**src/rtl/down_counter_3_bit_load.sv**
```systemverilog
// Loadable down counter with a one-cycle terminal-count pulse.
// Runs one-shot (stops at zero) or auto-reload (periodic divider).
module down_counter_3_bit_load #(
    parameter int WIDTH = 3
) (
    input  logic             clk,
    input  logic             reset,
    input  logic             load,
    input  logic [WIDTH-1:0] D,
    input  logic             en,
    input  logic             mode,
    output logic [WIDTH-1:0] Q,
    output logic             tc,
    output logic             busy
);

    typedef enum logic {IDLE, COUNT} state_t;

    state_t           state_q, state_d;
    logic [WIDTH-1:0] r_q, r_d;
    logic [WIDTH-1:0] q_d;
    logic             mode_r, mode_d;
    logic             tc_d;

    function automatic logic [WIDTH-1:0] dec(input logic [WIDTH-1:0] v);
        return v - {{(WIDTH-1){1'b0}}, 1'b1};
    endfunction

    always_comb begin
        state_d = state_q;
        q_d     = Q;
        r_d     = r_q;
        mode_d  = mode_r;
        tc_d    = 1'b0;
        if (load) begin
            q_d     = D;
            r_d     = D;
            mode_d  = mode;
            state_d = (D != '0) ? COUNT : IDLE;
        end else if (state_q == COUNT && en) begin
            if (Q == '0) begin
                // Zero is only held in COUNT in auto-reload: wrap to the reload value.
                q_d = r_q;
            end else begin
                q_d = dec(Q);
                if (Q == {{(WIDTH-1){1'b0}}, 1'b1}) begin
                    tc_d = 1'b1;
                    if (!mode_r) state_d = IDLE;
                end
            end
        end
    end

    always_ff @(posedge clk) begin
        if (reset) begin
            state_q <= IDLE;
            Q       <= '0;
            r_q     <= '0;
            mode_r  <= 1'b0;
            tc      <= 1'b0;
            busy    <= 1'b0;
        end else begin
            state_q <= state_d;
            Q       <= q_d;
            r_q     <= r_d;
            mode_r  <= mode_d;
            tc      <= tc_d;
            busy    <= (state_d == COUNT);
        end
    end

endmodule

```
**config.mk**
```make
export PLATFORM = sky130hd
export DESIGN_NAME = down_counter_3_bit_load
export DESIGN_NICKNAME = d
export VERILOG_FILES = /design/src/rtl/down_counter_3_bit_load.sv
export SDC_FILE = /design/constraint.sdc
export NUM_CORES = 1
export LEC_CHECK = 0
export ABC_CLOCK_PERIOD_IN_PS = 1590
export BUFFER_PORTS_ARGS = -buffer_cell sky130_fd_sc_hd__buf_2
export CAP_MARGIN = 15
export CORE_AREA = 2 2 39 41
export DETAILED_ROUTE_END_ITERATION = 10
export DIE_AREA = 0 0 41 43
export GPL_ROUTABILITY_DRIVEN = 0
export MAX_ROUTING_LAYER = met4
export PLACE_DENSITY = 0.57
export REMOVE_ABC_BUFFERS = 1
export SLEW_MARGIN = 20
export SYNTH_ARGS = -nofsm -noshare
export SYNTH_HDL_FRONTEND = slang
export SYNTH_SLANG_ARGS = --single-unit
export TNS_END_PERCENT = 10
```
**constraint.sdc**
```tcl
create_clock -name clk -period 1.59 [get_ports clk]
set_input_delay 0.0795 -clock clk [delete_from_list [all_inputs] [get_ports clk]]
set_output_delay 0.0795 -clock clk [all_outputs]
set_load 0.03 [all_outputs]
```
* Word level (Yosys, flattened, before mapping)
Cells that the tools add are included.
** Storage, ports and cells
- Bits in registers :: 9
- Input bits :: 8
- Output and inout bits :: 5
- Logic and storage cells :: 27
** Operators by class
- Add/sub/neg operators :: 1
- Equal/unequal tests :: 3
- Mux-type cells :: 10
- Bitwise operators :: 1
- Reductions and logical operators :: 7
** Operators with widths (count)
- 2-to-1 mux 3 bit :: 3
- 2-to-1 mux 1 bit :: 7
- inequality test 2 bit, second input constant :: 2
- AND reduction 4 bit :: 1
- nonzero test 2 bit :: 2
- OR reduction 4 bit :: 1
- == test 3 x 1 -> 1 bit, second input constant :: 1
- logical NOT 3 bit :: 1
- nonzero test 3 bit :: 1
- subtractor 3 x 1 -> 3 bit, second input constant :: 1
- logical AND 1 bit :: 1
- NOT 1 bit :: 1

* Depth between registers and ports, before layout
- Word-level depth :: 5
- Gate-level depth with buffers :: 5
- Depth with buffers taken out :: 5

* Least setup slack after synthesis
Ideal clock, no wire load.
- Path kind :: flip-flop to flip-flop
- Start point :: register Q[0]
- End point :: register Q[0]
- Library setup time :: 0.091 ns
- Arrival :: 1.562 ns
- Data required time :: 1.499 ns
- Path slack :: -0.063 ns
- Stages on the path, launching flop included :: 6
- Buffers on the path :: 0
- Clock period less this slack :: 1.653 ns
- Path through :: dfxtp_1 -> inv_1 -> ha_1 -> nor2b_2 -> or3_1 -> a311oi_1
** Between the ends
- Word-level cells in the longest chain between the ends :: 4
- Elaborated cells on any way between the ends :: 5
- Those cells by class :: add/sub: 1; mux: 3; reduce/logical: 1
** RTL lines
- start, declared :: RTL line 12 : output logic [WIDTH-1:0] Q,
- start signal, assigned :: RTL line 64 : Q <= q_d;
- subtractor 3 x 1 -> 3 bit or logical NOT 3 bit (tied branches) :: RTL line 26, 41
- 2-to-1 mux 3 bit * :: RTL line 41 : if (Q == '0) begin
- 2-to-1 mux 3 bit * :: RTL line 40 : end else if (state_q == COUNT && en) begin
- 2-to-1 mux 3 bit * :: RTL line 35 : if (load) begin
Mark *: on every way between the ends. The rest lies on a longest branch, timed or not. The select of a mux whose other input is x is not followed.
A chain may end at the register's enable or synchronous reset.

* Final worst setup path
Same ends and word-level chain as after synthesis.

==> results by group <==
Placement
  • Cells after DPL: 77
  • HPWL Detailed: 704.3 um
  • Placement Setup Slack: 0.1383 ns
  • PortBufs: 12

Power and ir drop
  • Leak: 0.0002483 uW
  • Pwr per Cell Area: 978.8 nW/um^2
  • Max IR drop VDD: ~0.50 mV

Clocking
  • CTS Hold Bufs: 0
  • Clk_lat worst skew: about 0.26 ns
  • Root Buffer Master: clkbuf_4
  • TritonCTS clock tree: yes
  • Clk sinks: 9
  • CTS resizes: 0
  • Clock Pin Slew Worst Setup and Hold Paths: approximately 0.060 ns
  • Cts bufs inserted: 3
  • Clock Path Buffers: 2
  • H-Tree Depth: 1
  • Post-CTS Setup Repair Bufs: 0

STA
  • Clock skew: slightly above 0.005 ns
  • Worst-Margin Slew: ~0.3 ns
  • Max_slew headroom: 0.7933
  • Period utilization: 0.9010
  • RSZ-0062 raised after global routing: false
  • Post-layout minimum cycle time: 1.433 ns
  • Setup ws final: between 0.15 and 0.2 ns
  • Final setup viols: 0
  • Hold Violations, Final: 0
  • Fmax: about 700 MHz
  • TNS Setup: 0 ns
  • Final Slew Violations: 0

Floorplanning
  • Num ports: 13
  • Row cnt: 14
  • Core Area: approximately 1400 um^2
  • Die height: around 43 um
  • Starting Density: 0.3237
  • Die Width: ~40 um
  • Area of the die: ~1800 um^2

Worst setup path
  • CP startpoint kind: flip-flop
  • Largest stage delay on the critical path: roughly 0.32 ns
  • Arr. time, crit path: between 1.5 and 2 ns
  • Critical path type: flip-flop to flip-flop
  • Required @ worst endpoint: between 1.5 and 2 ns
  • Crit-path slowest cell: dfxtp_1
  • FF-to-FF path depth: 5
  • Crit path buffers/inverters: 1
  • Levels on crit path: 5
  • Top delay family on crit path: simple AND/OR/NAND/NOR gates
  • Crit path cell chain: inv_1 > ha_1 > nor2b_2 > or3_1 > a311oi_2
  • Endpoint class of the critical path: flip-flop
  • Worst-path fanout max: 6

Logic synthesis
  • Ys Warns: 0
  • Largest cells by area after synthesis: dfxtp_1 40%, ha_1 8.4%, nor2_1 5.0%
  • Post-Syn Instances: 50
  • Post-synth top area share: 0.4022
  • Area of the mapped netlist: 447.9 um^2
  • Library cells used by synthesis: 23
  • Synth area leader: dfxtp_1
  • Register area share after synthesis: 0.4022
  • Synth Area per Inst: ~9.0 um^2
  • Yosys reg bits: 9

Global route
  • Initial antenna violation count: 0
  • GRT overflow: 0
  • Largest net degree at the start of global routing: 14
  • GRT Util Overall: 0.1387
  • First-pass GRT wire length: 1580 um
  • Number of global-route vias before repair: around 420

Finish
  • Most common cell after layout, fill and taps aside: buf_2
  • Layout Nets: between 70 and 80
  • Layout Area Growth over Synthesis: 25.14%
  • # diodes: 0
  • Non-filler instance count after layout: between 80 and 90
  • FILL cells: roughly 150
  • Most frequent cells in the layout: 12 x buf_2, 8 x dfxtp_1, 6 x nor2_1
  • Layout cells sized above 1: 0.2923

Detailed routing
  • DR vias: slightly above 400
  • Vias/cell: 4.988
  • Wire per inst: 11.12 um
  • Post-route ant nets: 0
  • Number of DRC markers in iteration 0: 4
  • Drt pass-1 iters: 4
  • Residual DRC: 0
  • Overall routed net length: about 900 um

Min path
  • HP Class: input port to flip-flop
  • Worst hold stages: 3

Run
  • Max_cap viols: 0

Run status
  • Status: finished clean
-- flip-flops by register name (all words and copies together), names as in the netlist --
signal   count
Q            3
r_q          3
mode_r       1
state_q      1
tc           1
-- power breakdown --
group / internal, uW / switching (uW) / total, uW
Combinational: 50.8 / 74.3 / 125
Sequential: 242 / 11.6 / 253
Clock: 96.3 / 74.0 / 170
Total: 389 / 160 / 549
-- final cells by class --
| cell class | instances | area, um^2 | share of cell area |
|---|---|---|---|
| clock buffer | 4 | 26.28 | 0.04687 |
| multi-input combinational | 34 | 246.5 | 0.4397 |
| timing repair buffer | 13 | 67.56 | 0.1205 |
| tap | 16 | 20.02 | 0.03571 |
| sequential | 9 | 181.4 | 0.3237 |
| inverter | 5 | 18.77 | 0.03348 |
-- worst min-delay path, delay by kind of cell --
family,cells,cell delay [ns]
buffers and inverters,1,0.08
muxes,1,0.06
and+or+nand+nor,1,0.07
-- worst paths after layout --
kind | to | from | slack [ns]
max | Q[0] | Q[0] | 0.16
min | mode_r | mode | 0.07
max reg2reg | Q[0] | Q[0] | 0.16
min reg2reg | r_q[1] | r_q[1] | 0.50
-- synthesized netlist by cell type --
library cell / n
o21bai_1: 1
a31oi_1: 2
o31ai_1: 1
o311ai_0: 1
and2_1: 2
ha_1: 3
a21oi_1: 4
a21o_1: 1
clkbuf_1: 1
a211oi_1: 1
inv_1: 5
dfxtp_1: 9
nor2_1: 6
buf_2: 1
nand4b_1: 1
o2bb2ai_1: 1
or3_1: 2
nor4_1: 1
o22ai_1: 1
a311oi_1: 2
a22oi_1: 1
nor2b_2: 1
mux2i_1: 2
-- per-stage QoR --
stage	hold WS (ns)	total power (uW)	area [um^2]	util
2_1_floorplan	0.1486	335.9	439.2	-
3_3_place_gp	0.3273	379.8	526.8	0.3807
3_5_place_dp	0.3297	380.6	526.8	0.3807
4_1_cts	0.07453	556.8	553.0	0.3996
5_1_grt	0.08305	587.7	560.5	0.4051
6_report	0.06914	548.7	560.5	0.4051
-- per-layer routing --
| metal | GRT usage | wire length [um] | vias to the layer above | share of wire |
|---|---|---|---|---|
| met4 | 0.1267 | 0 | 0 | 0 |
| met5 | - | 0 | - | 0 |
| met3 | 0.01571 | 38 | 0 | 0.042 |
| li1 | - | - | 212 | - |
| met2 | 0.2063 | 476 | 8 | 0.53 |
| met1 | 0.1508 | 387 | 184 | 0.43 |
-- cells by family (layout without fill, tap and decap cells) --
| logic type | Yosys count | count (layout) | synth area share |
|---|---|---|---|
| flops | 9 | 9 | 0.4022 |
| buf+inv | 7 | 22 | 0.06144 |
| mux | 2 | 2 | 0.04469 |
| simple gates | 13 | 13 | 0.1592 |
| compound gates | 16 | 16 | 0.2487 |
| fa+ha+maj | 3 | 3 | 0.08381 |
No activity file was read; power rests on OpenSTA's default activity.
